==> src/rtl/csa_pkg.sv <==
// Shared constants and operand type for the 4-bit carry-select adder.
package csa_pkg;

    localparam int CSA_WIDTH   = 4;
    localparam int CSA_GROUP_W = 2;

    typedef logic [CSA_WIDTH-1:0] csa_operand_t;

endpackage : csa_pkg

==> src/rtl/csa_ripple_block.sv <==
// 2-bit ripple-carry adder built from full-adder equations; one instance per group/path.
import csa_pkg::*;

module csa_ripple_block (
    input  logic [CSA_GROUP_W-1:0] a,
    input  logic [CSA_GROUP_W-1:0] b,
    input  logic                   ci,
    output logic [CSA_GROUP_W-1:0] s,
    output logic                   co
);

    logic w_c1;

    assign s[0] = a[0] ^ b[0] ^ ci;
    assign w_c1 = (a[0] & b[0]) | (ci & (a[0] ^ b[0]));
    assign s[1] = a[1] ^ b[1] ^ w_c1;
    assign co   = (a[1] & b[1]) | (w_c1 & (a[1] ^ b[1]));

endmodule : csa_ripple_block

==> src/rtl/carry_select_adder_4bits.sv <==
// 4-bit carry-select adder: low group ripples, high group is precomputed for both
// carry-in values and picked by the low-group carry; result registered once.
import csa_pkg::*;

module carry_select_adder_4bits (
    input  logic                     clk,
    input  logic                     rst_n,
    input  logic                     in_valid,
    input  csa_operand_t             A,
    input  csa_operand_t             B,
    input  logic                     Cin,
    output csa_operand_t             S,
    output logic                     Cout,
    output logic                     out_valid
);

    logic [CSA_GROUP_W-1:0] w_s_lo;
    logic [CSA_GROUP_W-1:0] w_s_h0;
    logic [CSA_GROUP_W-1:0] w_s_h1;
    logic                   w_c_lo;
    logic                   w_c_h0;
    logic                   w_c_h1;
    logic [CSA_GROUP_W:0]   w_sum_hi;
    csa_operand_t           w_s_c;
    logic                   w_cout_c;

    csa_operand_t           r_s;
    logic                   r_cout;
    logic                   r_out_valid;

    csa_ripple_block u_lo (
        .a  (A[CSA_GROUP_W-1:0]),
        .b  (B[CSA_GROUP_W-1:0]),
        .ci (Cin),
        .s  (w_s_lo),
        .co (w_c_lo)
    );

    csa_ripple_block u_hi0 (
        .a  (A[CSA_WIDTH-1:CSA_GROUP_W]),
        .b  (B[CSA_WIDTH-1:CSA_GROUP_W]),
        .ci (1'b0),
        .s  (w_s_h0),
        .co (w_c_h0)
    );

    csa_ripple_block u_hi1 (
        .a  (A[CSA_WIDTH-1:CSA_GROUP_W]),
        .b  (B[CSA_WIDTH-1:CSA_GROUP_W]),
        .ci (1'b1),
        .s  (w_s_h1),
        .co (w_c_h1)
    );

    // Low-group carry picks the precomputed high-group result.
    always_comb begin
        w_sum_hi = {w_c_h0, w_s_h0};
        if (w_c_lo) begin
            w_sum_hi = {w_c_h1, w_s_h1};
        end else begin
            w_sum_hi = {w_c_h0, w_s_h0};
        end
    end

    assign {w_cout_c, w_s_c} = {w_sum_hi, w_s_lo};

    // Output stage: capture on valid, otherwise hold the sum and drop the valid flag.
    always_ff @(posedge clk or negedge rst_n) begin
        if (!rst_n) begin
            r_s         <= 4'b0000;
            r_cout      <= 1'b0;
            r_out_valid <= 1'b0;
        end else if (in_valid) begin
            r_s         <= w_s_c;
            r_cout      <= w_cout_c;
            r_out_valid <= 1'b1;
        end else begin
            r_s         <= r_s;
            r_cout      <= r_cout;
            r_out_valid <= 1'b0;
        end
    end

    assign S         = r_s;
    assign Cout      = r_cout;
    assign out_valid = r_out_valid;

endmodule : carry_select_adder_4bits

==> config.mk <==
export PLATFORM = sky130hd
export DESIGN_NAME = carry_select_adder_4bits
export DESIGN_NICKNAME = d
export VERILOG_FILES = /design/src/rtl/csa_pkg.sv /design/src/rtl/csa_ripple_block.sv /design/src/rtl/carry_select_adder_4bits.sv
export SDC_FILE = /design/constraint.sdc
export NUM_CORES = 1
export LEC_CHECK = 0
export CORE_AREA = 4 4 41 43
export CTS_CLUSTER_DIAMETER = 30
export CTS_CLUSTER_SIZE = 8
export DETAILED_ROUTE_END_ITERATION = 16
export DIE_AREA = 0 0 45 47
export HOLD_SLACK_MARGIN = 0.12
export MAX_ROUTING_LAYER = met4
export PLACE_DENSITY_LB_ADDON = 0.2
export SYNTH_ARGS = -nofsm -noshare
export SYNTH_HDL_FRONTEND = slang
export SYNTH_HIERARCHICAL = 1
export SYNTH_SLANG_ARGS = --single-unit
export TNS_END_PERCENT = 100
==> constraint.sdc <==
create_clock -name clk -period 1 [get_ports clk]
set_input_delay 0.3 -clock clk [delete_from_list [all_inputs] [get_ports clk]]
set_output_delay 0.3 -clock clk [all_outputs]
set_load 0.01 [all_outputs]
Word-level counts from Yosys, hierarchy flattened
Cells that the tools add are included.

storage, ports and cells
  flip-flop bits (word level) = 6
  bits of input ports = 12
  output and inout port bits = 6
  logic and storage cells = 27

operators by class
  mux-type cells = 2
  bitwise gates (word level) = 22

operators with widths
  kind           number
  $and A1 B1 Y1  8
  $xor A1 B1 Y1  8
  $or A1 B1 Y1   5
  $mux W3        1
  $mux W1        1
  $not A1 Y1     1

Depth between registers and ports, before layout
Gate-level depths: netlist of run 1.

  depth after elaboration = 6
  depth in mapped cells = 6
  gate-level depth less buffers = 6

Modules after synthesis
Netlist of run 1, hierarchy kept.

modules (own cells, without submodules)
  module                    instances  cells each  area an instance (µm²)  sequential area each (µm²)
  carry_select_adder_4bits  1          20          255.2                   150.1
  csa_ripple_block          3          10          70.1                    0.0

Worst setup path after synthesis of run 1
Ideal clock, no wire load.

  path type = input-to-reg
  start point = input A[0]
  end point = register r_s[1], in the netlist S[1]
  library setup time = 125 ps
  arrival = 1,506 ps
  data required time = 875 ps
  path slack = -632 ps
  stages on the path = 5
  buffers on the path = 0
  path through = inv_1 -> fa_1 -> fa_1 -> inv_1 -> mux2_4

on the way
  word-level cells in the longest chain between the ends = 4
  elaborated cells between the ends (all ways) = 5
  those cells by class = 5 x bitwise

ends and longest elaborated chain
  element               line                            text
  start, declared       carry_select_adder_4bits.sv:9   input csa_operand_t A,
  $xor A1 B1 Y1         csa_ripple_block.sv:15          assign w_c1 = (a[0] & b[0]) | (ci & (a[0] ^ b[0]));
  $and A1 B1 Y1         csa_ripple_block.sv:15
  $or A1 B1 Y1 (*)      csa_ripple_block.sv:15
  $xor A1 B1 Y1 (*)     csa_ripple_block.sv:16          assign s[1] = a[1] ^ b[1] ^ w_c1;
  net w_s_lo[1]         carry_select_adder_4bits.sv:17  logic [CSA_GROUP_W-1:0] w_s_lo;
  end signal, assigned  carry_select_adder_4bits.sv:74  r_s <= w_s_c;
  end signal, assigned  carry_select_adder_4bits.sv:78  r_s <= r_s;
  end, declared         carry_select_adder_4bits.sv:27  csa_operand_t r_s;

The timed path passes the listed nets; every way through them passes the cells marked *.
A chain may end at the register's enable or synchronous reset.

Final worst setup path of run 1
  start point = input Cin
  end point = register r_s[1], in the netlist S[1]

on the way
  word-level cells in the longest chain between the ends = 3

ends and longest elaborated chain
  element          line                            text
  start, declared  carry_select_adder_4bits.sv:11  input logic Cin,
  $and A1 B1 Y1    csa_ripple_block.sv:15
  $or A1 B1 Y1     csa_ripple_block.sv:15
  $xor A1 B1 Y1    csa_ripple_block.sv:16
  net w_s_lo[1]    carry_select_adder_4bits.sv:17

The timed path passes the listed nets, and every way through them passes these cells.

==> reports/results.tsv, run 1 <==
metric	value	unit
Fin. Hold Viols	0	
final setup fails	11	
r2r setup slk	0.01	ns
utilization after layout	54.7	%
worst-path cell chain	buf_8 > inv_8 > fa_2 > fa_2 > inv_2 > mux2_4	
DR DRC count	0	
CP Depth	6	
Clock Skew	0	ns
antenna violations before repair	0	
Post-layout nets	97	
CP Class	input port to register	
CTS tree	done	
Critical path buffers and inverters	3	
FMAX	690	MHz
Synth area leaders	dfrtp_1 32%, fa_1 26%, inv_1 19%	
grt ovf	0	
HP Class	input port to async pin	
GRT Util Overall	9.92	%
Core ar.	0.00130	mm^2
Total Routed Length	886	um
largest net degree at the start of global routing	8	
# fillers	131	
Die Wd	45	um
CP max stage cell	fa_2	
worst reg-to-reg path cell count	3	
Seq/Total Area, Yosys	32.3	%
vias in the first global route	369	
Reg2Reg Launch Point	S[0]$_DFFE_PN0P_	
Rows	13	
outcome	complete, but fails checks	
I/O Pins	18	
Synthesized Nets	68	
pwr dens	1250	mW/mm^2
H-tree level count	1	
die height	47	um
Final Max Slew Viols	0	
Ys Warns	6	
Buffers on Ports	17	
Top delay family on crit path	adder cells	
count leader, synth	inv_1	
Die Area	0.00212	mm^2
Starting Density	35.8	%
routability congestion estimate from global placement	0.649	
Main synth FF type	dfrtp_1	
Max stage delay on crit path	0.53	ns
Async S/R FF share, synth	100	%
area leader, netlist	dfrtp_1	
maximum VDD drop	652	uV
WP data arrival	1.58	ns
Yosys cell types	9	
Area growth syn-to-layout	53.0	%
Final ANT Viol Nets	0	
Post-CTS Hold Buffers	0	
crit path capture type	register	
clk_lat worst skew	0.24	ns
fin crit share	145	%
Worst Setup SP	Cin	
Seq cells post-synth	6	
RR Endpoint	S[0]$_DFFE_PN0P_	
fraction of layout cells with a size suffix above 1	48.1	%
Vias/cell	3.93	
worst-path maximum fanout	1	
n_diodes	0	
failing checks	setup timing	
crit path to	S[1]$_DFFE_PN0P_	
Synth Cell Area	465	um^2
Leakage	0.412	nW
RSZ-0062 raised after global routing	true	
Final HPWL DP	763	um
Initial DRC Count	0	
crit path launch type	input port	
most frequent CP cell	fa_2	
Max Cap Viol	0	
dpl ws	-1.21	ns
Critical Path RT	1.13	ns
clock sink total	6	
post-synth top area share	32.3	%
clock buffer depth	2	
TritonRoute pass-1 iters	1	
register area	150	um^2
setup ws final	-0.449	ns
Vias	362	
fin crit period	1.45	ns
EDFF count, synth	0	
CTS root buf	clkbuf_4	
first-pass GRT wire length	1400	um
post-DR wirelength/cell	9.63	um
Clock transition at path regs	0.05	ns
Mapped Avg Cell Area	9.31	um^2
area occupied by multi-input gates	224	um^2
CTS Buf Count	3	
synth cell count leaders	24 x inv_1, 6 x dfrtp_1, 6 x fa_1	
Mapped Cells	50	
worst register-to-register path, stage by stage (launching register included):
cell and delay [ns]:
dfrtp_1 0.37, buf_4 0.13, buf_4 0.12, mux2_4 0.26
layout make-up:
| cell class | instances | share of cell area [%] |
|---|---|---|
| multi-input cells | 19 | 31.5 |
| repair buffers | 25 | 27.9 |
| flip-flops and latches | 6 | 21.1 |
| inverters | 24 | 13.7 |
| clock buffers | 3 | 3.16 |
| well taps | 15 | 2.64 |
routing by layer:
metal  vias to the layer above  GRT usage (%)  wire length (um)
met3                         0           6.51               100
met4                         0           3.51                 0
met1                       162           8.96               310
met5                         -              -                 0
met2                        14           16.7               475
li1                        186              -                 -
cells in the final DEF (no fill, tap or decap), drive strengths merged:
cell and count:
a21oi 3, buf 19, clkbuf 3, clkdlybuf4s50 2, conb 2, dfrtp 6, dlygate4sd2 4, fa 6
inv 24, mux2 2, mux2i 3, nor2 3
power breakdown:
group	switching, mW	total, mW	internal [mW]
logic	0.151	0.363	0.212
registers	0.0177	0.302	0.284
clock network	0.0890	0.225	0.136
kinds of logic (layout without fill, tap and decap cells):
kind of cell	after synthesis	in the layout	synth area share, %
buffers and inverters	25	52	21.8
other	2	2	1.61
AOI/OAI and AO/OA	3	3	3.22
muxes	5	5	12.9
and+or+nand+nor	3	3	2.42
adders and majority gates	6	6	25.8
DFF	6	6	32.3
registers in the layout, summed over array words and instances (netlist names):
signal     cells
Cout           1
S              4
out_valid      1
per-stage QoR:
step | area, um^2 | hold WS [ns] | total power, mW | std cells | setup TNS (ns)
6_report | 712 | 0.299 | 0.890 | 92 | -1.96
5_1_grt | 712 | 0.322 | 0.952 | 92 | -2.32
4_1_cts | 691 | 0.302 | 0.877 | 90 | -2.05
3_5_place_dp | 688 | 0.525 | 0.669 | 85 | -6.78
3_3_place_gp | 688 | 0.506 | 0.655 | 85 | -6.68
2_1_floorplan | 480 | 0.00441 | 0.469 | 50 | -2.45
worst min-delay path by stage:
stage	slack [ns]	cells after the start	startpoint	end
2_1_floorplan	0.004	0	rst_n	Cout$_DFFE_PN0P_
3_3_place_gp	0.51	2	Cout$_DFFE_PN0P_	Cout$_DFFE_PN0P_
3_5_place_dp	0.53	2	Cout$_DFFE_PN0P_	Cout$_DFFE_PN0P_
4_1_cts	0.30	1	rst_n	S[1]$_DFFE_PN0P_
5_1_grt	0.32	1	rst_n	S[0]$_DFFE_PN0P_
6_report	0.30	1	rst_n	S[2]$_DFFE_PN0P_
timing repair:
action,in CTS,in global routing
setup endpoints to repair,11,11
resized for setup,58,2
pin swaps,8,2
buffers inserted,2,2
Note: power is estimated with default switching activity, not from simulation.
==> inputs of run 2 (changes only) <==
- SLEW_MARGIN: unset -> 10
==> results of run 2 <==
Same layout as run 1: the final DEF is identical, and so are final timing and power.
